--- src/rtl/dmem_ctrl.sv ---
// Data-memory controller: round-robin arbitration between a CPU load/store port (A)
// and a word-only loader/debug port (B) onto one byte-lane memory with registered read.
//   IDLE   | waiting for a request; ready driven for the granted port
//   ACCESS | address (and write strobe for stores) presented to memory
//   DATA   | read word returned by memory, formatted and registered
//   RESP   | one-cycle valid on the owning port
module dmem_ctrl #(
    parameter int ADDR_WIDTH = 12
) (
    input  logic                  clk_i,
    input  logic                  rst_n_i,
    input  logic                  a_req_i,
    input  logic                  a_we_i,
    input  logic [2:0]            a_funct3_i,
    input  logic [31:0]           a_addr_i,
    input  logic [31:0]           a_wdata_i,
    output logic                  a_ready_o,
    output logic                  a_valid_o,
    output logic [31:0]           a_rdata_o,
    output logic                  a_err_o,
    input  logic                  b_req_i,
    input  logic                  b_we_i,
    input  logic [31:0]           b_addr_i,
    input  logic [31:0]           b_wdata_i,
    output logic                  b_ready_o,
    output logic                  b_valid_o,
    output logic [31:0]           b_rdata_o,
    output logic                  mem_we_o,
    output logic [3:0]            mem_wmask_o,
    output logic [ADDR_WIDTH-1:0] mem_addr_o,
    output logic [31:0]           mem_wdata_o,
    input  logic [31:0]           mem_rdata_i
);
    typedef enum logic [1:0] {IDLE, ACCESS, DATA, RESP} state_t;

    state_t                state_q;
    logic                  port_q;
    logic                  we_q;
    logic                  last_q;
    logic [2:0]            funct3_q;
    logic [1:0]            off_q;
    logic                  a_valid_q, a_err_q, b_valid_q;
    logic [31:0]           a_rdata_q, b_rdata_q;
    logic                  mem_we_q;
    logic [3:0]            mem_wmask_q;
    logic [ADDR_WIDTH-1:0] mem_addr_q;
    logic [31:0]           mem_wdata_q;

    logic        grant_a, grant_b, acc_a, acc_b, a_illegal;
    logic [3:0]  st_mask;
    logic [31:0] st_data, shifted, ld_data, sel_addr;
    logic        unused_addr_bits;

    // last_q = 1 means B was granted last, so A wins a tie out of reset
    assign grant_a   = a_req_i && (!b_req_i || last_q);
    assign grant_b   = b_req_i && !grant_a;
    assign a_ready_o = rst_n_i && (state_q == IDLE) && grant_a;
    assign b_ready_o = rst_n_i && (state_q == IDLE) && grant_b;
    assign acc_a     = a_req_i && a_ready_o;
    assign acc_b     = b_req_i && b_ready_o;
    assign sel_addr  = acc_b ? b_addr_i : a_addr_i;

    assign unused_addr_bits = ^{a_addr_i[31:ADDR_WIDTH+2], b_addr_i[31:ADDR_WIDTH+2], b_addr_i[1:0]};

    always_comb begin
        if (a_we_i) a_illegal = !(a_funct3_i inside {3'b000, 3'b001, 3'b010});
        else        a_illegal = !(a_funct3_i inside {3'b000, 3'b001, 3'b010, 3'b100, 3'b101});
        if (a_funct3_i[1:0] == 2'b01 && a_addr_i[0])          a_illegal = 1'b1;
        if (a_funct3_i[1:0] == 2'b10 && a_addr_i[1:0] != 2'b00) a_illegal = 1'b1;
    end

    always_comb begin
        st_mask = 4'b1111;
        st_data = a_wdata_i;
        case (a_funct3_i[1:0])
            2'b00: begin
                st_mask = 4'b0001 << a_addr_i[1:0];
                st_data = {4{a_wdata_i[7:0]}};
            end
            2'b01: begin
                st_mask = a_addr_i[1] ? 4'b1100 : 4'b0011;
                st_data = {2{a_wdata_i[15:0]}};
            end
            default: ;
        endcase
    end

    always_comb begin
        shifted = mem_rdata_i >> {off_q, 3'b000};
        case (funct3_q)
            3'b000:  ld_data = {{24{shifted[7]}}, shifted[7:0]};
            3'b001:  ld_data = {{16{shifted[15]}}, shifted[15:0]};
            3'b100:  ld_data = {24'h0, shifted[7:0]};
            3'b101:  ld_data = {16'h0, shifted[15:0]};
            default: ld_data = mem_rdata_i;
        endcase
    end

    always_ff @(posedge clk_i or negedge rst_n_i) begin
        if (!rst_n_i) begin
            state_q     <= IDLE;
            port_q      <= 1'b0;
            we_q        <= 1'b0;
            last_q      <= 1'b1;
            funct3_q    <= 3'b000;
            off_q       <= 2'b00;
            a_valid_q   <= 1'b0;
            a_err_q     <= 1'b0;
            b_valid_q   <= 1'b0;
            a_rdata_q   <= 32'h0;
            b_rdata_q   <= 32'h0;
            mem_we_q    <= 1'b0;
            mem_wmask_q <= 4'b0000;
            mem_addr_q  <= '0;
            mem_wdata_q <= 32'h0;
        end else begin
            a_valid_q   <= 1'b0;
            a_err_q     <= 1'b0;
            b_valid_q   <= 1'b0;
            mem_we_q    <= 1'b0;
            mem_wmask_q <= 4'b0000;
            case (state_q)
                IDLE: begin
                    if (acc_a || acc_b) begin
                        port_q      <= acc_b;
                        last_q      <= acc_b;
                        we_q        <= acc_b ? b_we_i : a_we_i;
                        funct3_q    <= acc_b ? 3'b010 : a_funct3_i;
                        off_q       <= acc_b ? 2'b00 : a_addr_i[1:0];
                        mem_addr_q  <= sel_addr[ADDR_WIDTH+1:2];
                        mem_wdata_q <= acc_b ? b_wdata_i : st_data;
                        if (acc_a && a_illegal) begin
                            state_q   <= RESP;
                            a_valid_q <= 1'b1;
                            a_err_q   <= 1'b1;
                        end else begin
                            state_q <= ACCESS;
                            if (acc_b ? b_we_i : a_we_i) begin
                                mem_we_q    <= 1'b1;
                                mem_wmask_q <= acc_b ? 4'b1111 : st_mask;
                            end
                        end
                    end
                end
                ACCESS: begin
                    if (we_q) begin
                        state_q   <= RESP;
                        a_valid_q <= !port_q;
                        b_valid_q <= port_q;
                    end else begin
                        state_q <= DATA;
                    end
                end
                DATA: begin
                    state_q   <= RESP;
                    a_valid_q <= !port_q;
                    b_valid_q <= port_q;
                    if (port_q) b_rdata_q <= mem_rdata_i;
                    else        a_rdata_q <= ld_data;
                end
                default: state_q <= IDLE;
            endcase
        end
    end

    assign a_valid_o   = a_valid_q;
    assign a_err_o     = a_err_q;
    assign a_rdata_o   = a_rdata_q;
    assign b_valid_o   = b_valid_q;
    assign b_rdata_o   = b_rdata_q;
    assign mem_we_o    = mem_we_q;
    assign mem_wmask_o = mem_wmask_q;
    assign mem_addr_o  = mem_addr_q;
    assign mem_wdata_o = mem_wdata_q;
endmodule

--- config.mk ---
export PLATFORM = sky130hd
export DESIGN_NAME = dmem_ctrl
export DESIGN_NICKNAME = d
export VERILOG_FILES = /design/src/rtl/dmem_ctrl.sv
export SDC_FILE = /design/constraint.sdc
export NUM_CORES = 1
export LEC_CHECK = 0
export ABC_CLOCK_PERIOD_IN_PS = 4100
export CAP_MARGIN = 25
export CELL_PAD_IN_SITES_DETAIL_PLACEMENT = 1
export CELL_PAD_IN_SITES_GLOBAL_PLACEMENT = 2
export CORE_UTILIZATION = 24
export DETAILED_ROUTE_END_ITERATION = 8
export DONT_BUFFER_PORTS = 1
export PLACE_DENSITY_LB_ADDON = 0.1
export SLEW_MARGIN = 40
export SYNTH_ARGS = -nofsm -noshare
export SYNTH_HDL_FRONTEND = slang
export SYNTH_SLANG_ARGS = --single-unit
--- constraint.sdc ---
create_clock -name clk_i -period 4.1 [get_ports clk_i]
set_input_delay 0.82 -clock clk_i [delete_from_list [all_inputs] [get_ports clk_i]]
set_output_delay 0.82 -clock clk_i [all_outputs]
set_load 0.02 [all_outputs]
[After elaboration in Yosys (flattened, before gate mapping)]
Cells that the tools add are included.
Storage, ports and cells
  register bits after elaboration: 126
  bits of input ports: 169
  output and inout bits: 118
  word-level logic and storage cells: 89
Operators by class
  equal/unequal tests: 12
  shift-type cells: 2
  mux-type cells: 32
  bitwise operators: 1
  reduce and logical (&&, ||, !) cells: 27
Operator list (count)
  32-bit one-hot mux with 4 select lines: 1
  32-bit one-hot mux with 2 select lines: 1
  32-bit 2-to-1 mux: 1
  32-bit by 5-bit >> shifter with 16-bit output: 1
  4-bit 2-to-1 mux: 6
  1-bit 2-to-1 mux: 14
  14-bit 2-to-1 mux: 1
  3-bit equality test, second input constant: 4
  1-bit logical AND: 10
  4-bit one-hot mux with 2 select lines: 1
  3-bit by 1-bit equality test with 1-bit output, second input constant: 2
  3-bit logical NOT: 2
  2-bit 2-to-1 mux: 3
  2-bit one-hot mux with 3 select lines: 1
  2-bit AND reduction: 3
  1-bit logical NOT: 5
  5-bit nonzero test: 1
  2-bit by 1-bit equality test with 1-bit output, second input constant: 2
  2-bit equality test, second input constant: 2
  2-bit logical NOT: 2
  1-bit by 2-bit << shifter with 4-bit output, first input constant: 1
  3-bit by 2-bit equality test with 1-bit output, second input constant: 1
  3-bit 2-to-1 mux: 1
  1-bit one-hot mux with 3 select lines: 1
  other kinds (6): 7

[Logic depth before layout (Yosys ltp)]
  word-level depth: 12
  depth in mapped cells: 9
  depth with buffers taken out: 7

[Worst setup path before layout]
OpenSTA, ideal clock, no wires.
  path kind: input to output
  from: in b_req_i
  to: out a_ready_o
  arrival: 1.513 ns
  data required time: 3.280 ns
  path slack: 1.767 ns
  cell stages on the path: 5
  path buffers: 2
  cell sequence: nor2b_1 > or2_1 > buf_6 > inv_6 > buf_4
On the way
  word-level cells in the longest chain between the ends: 4
RTL lines
  from (decl): line 21  | input logic b_req_i,
  1-bit logical NOT: line 55  | assign grant_a = a_req_i && (!b_req_i || last_q);
  1-bit logical OR: line 55
  1-bit logical AND: line 55
  1-bit logical AND: line 57  | assign a_ready_o = rst_n_i && (state_q == IDLE) && grant_a;
  to (decl): line 17  | output logic a_ready_o,
No other way between the ends.

[Final worst setup path]
  from: reg state_q[0]
  to: out a_ready_o
On the way
  word-level cells in the longest chain between the ends: 3
RTL lines
  from (decl): line 36  | state_t state_q;
  from (signal assigned): line 101  | state_q <= IDLE;
  from (signal assigned): line 133  | state_q <= RESP;
  from (signal assigned): line 137  | state_q <= ACCESS;
  2-bit logical NOT: line 57
  1-bit logical AND (2 in a row): line 57
No other way between the ends.

==> impl_metrics.ini <==
[clock_tree]
path_clk_slew_ns = 0.07
clk_latency_ns = 0.42
postCtsHoldBufs = 0
cts_htree_levels = 4
clock-root-buffer = clkbuf_16
cts_tree = built
postCtsSetupBuffers = 0
cts.sinks = 126
cts_buffers = 17
clock_path_buffers = 2
ctsResizeCount = 0

[drt]
drc = 0
first_iter_violations = 224
wire_per_inst_um = 23.4
drt-pass1-iter-count = 4
drt_wl_total_um = 22200
via_per_inst = 5.03
dr_total_vias = 4775
ant_nets = 0

[worst_setup_path]
critical_path_arrival_ns = 2.33
required_ns = 3.28
ff2ff_setup_slack_ns = 1.62
path_class = register to primary output
endpoint_kind = primary output
crit_fanout = 45
cp-start-kind = register

[finish]
design_area_um2 = 7020
syn_to_final_growth_pct = 13.3
drive_gt1_frac = 0.165
fillers = 2909
final_util = 0.278
nets = 780
final_cell_mix = dfrtp_1 (124), nand2_1 (104), nor2_1 (62), a21oi_1 (53), mux2_2 (40)
n_antenna_cell = 0
final_common_cell = dfrtp_1

[pwr]
ir_worst_vdd_v = 0.000280
p_leak_nw = 2.90
power_mw = 6.26
power_density_nw_per_um2 = 892

[logic_synthesis]
synthArstFlopShare = 1.00
synth.area.top_cells = dfrtp_1 (50%), mux2_2 (7.3%), nand2_1 (6.3%)
ys_warn_count = 0
postSynthAreaPerCell_um2 = 9.82
synth_cells = 631
synth_top_area_share = 0.505
synthFlopType = dfrtp_1
syn_nets = 804
syn-cell-area_um2 = 6200
yosysUniqueCellTypes = 44
synth_edf_count = 0
ys_ff_latch = 126
synth-seq-area-share = 0.509
synth_top_area_cell = dfrtp_1

[floorplanning]
die_w_um = 163
die_h_um = 163
die_area_um2 = 26500
coreArea_um2 = 25300
num_rows = 58
ios = 287
start_util = 0.245

[global_route]
grt_max_degree = 131
grt-ovfl-total = 0
grtUsageTotal = 0.171
antenna_found_initial = 0
grt_pass1_wl_um = 33700
grt_pass1_vias = 5373

[run]
drv_cap = 0

[timing]
finalCritPeriodShare = 0.769
maxSlewViolCount = 0
hold-worst-slack_ns = 0.0946
fmax_mhz = 317
setup_viol = 0
rsz0062_at_grt = no
hold_viol = 0
period_needed_ns = 3.15
worstMarginPinSlew_ns = 0.772
slew_headroom = 0.485
fin_worst_skew_ns = 0.0106
fin_setup_tns_ns = 0

[outcome]
status = complete, no violations

[worst_hold_path]
holdCritPathClass = primary input to async pin

[placed_design]
place_hpwl_um = 15000
gp_congestion = 0.771
numPortBuffers = 0
post_dp_cell_area_um2 = 6410
## worst max-delay path, cell delays in order, from the launching register on
cell and delay, ns:
dfrtp_1 0.42, inv_1 0.10, ha_1 0.29, nand3_1 0.15
or2_4 0.50, inv_6 0.42
## flip-flops by register name, indices dropped and copies added, names as in the netlist, 2 cells and up
register,flops
a_rdata_o,32
b_rdata_o,32
mem_wdata_o,32
mem_addr_o,12
mem_wmask_o,4
funct3_q,3
off_q,2
state_q,2
## cell usage after synthesis (2+ instances only)
cell       number
a2bb2oi_1       7
o31ai_1         4
a21oi_1        53
and2_1          2
nand2_1       104
clkbuf_1       21
o2bb2ai_1       7
o22ai_1        24
nor2_1         62
nand2b_1        6
nor2b_1        12
o21ai_0        35
buf_6           4
nand3_1         3
o31ai_2         5
a211oi_2        4
buf_2          18
buf_4           6
a31oi_1        23
mux2i_1        26
or3_1           8
dfrtp_1       125
a211oi_1        4
mux2_2         40
inv_1           6
ha_1            4
## final cells by class
cell class	count	area [µm²]	share of cell area
Clock inverter	12	160	0.0228
Timing Repair Buffer	6	45.0	0.00641
Inverter	8	35.0	0.00499
Tap cell	330	413	0.0588
Sequential cell	126	3160	0.449
Multi-Input combinational cell	448	2760	0.393
Clock buffer	20	457	0.0650
## logic make-up after synthesis
group                    Yosys count  synth area share
multiplexers                      66             0.115
AO/OA/AOI/OAI                    175             0.183
buffers and inverters             57            0.0474
adder cells (fa/ha/maj)            4           0.00807
flip-flops                       126             0.509
AND/OR/NAND/NOR                  203             0.138
## final timing paths
path,startpoint,end,cells after the start
worst min register to register,last_q,last_q,2
worst min-delay path,rst_n_i,b_rdata_o[6],0
max in group asynchronous,rst_n_i,mem_addr_o[9],0
min in group clk_i,last_q,last_q,2
worst max register to register,state_q[0],mem_wmask_o[0],7
worst max-delay path,state_q[0],a_ready_o,5
## metrics by stage
stage	std cells	setup slack [ns]
detailed placement	918	1.36
CTS	950	0.889
global route	950	0.776
finish	950	0.947
floorplan	631	1.77
global placement	918	1.02
## power by group
group / internal (mW) / switching, mW / total (mW)
clock network: 0.996 / 0.629 / 1.63
logic: 0.696 / 0.821 / 1.52
registers: 1.85 / 1.27 / 3.12
total: 3.54 / 2.72 / 6.26
## per-layer routing
| layer | vias up | track usage | share of wire |
|---|---|---|---|
| met5 | - | 0 | 0 |
| met4 | 0 | 0.0395 | 0.0074 |
| met3 | 9 | 0.0769 | 0.11 |
| met2 | 192 | 0.296 | 0.50 |
| met1 | 2407 | 0.190 | 0.38 |
| li1 | 2167 | - | - |
Power figures use the tool's default switching activity.
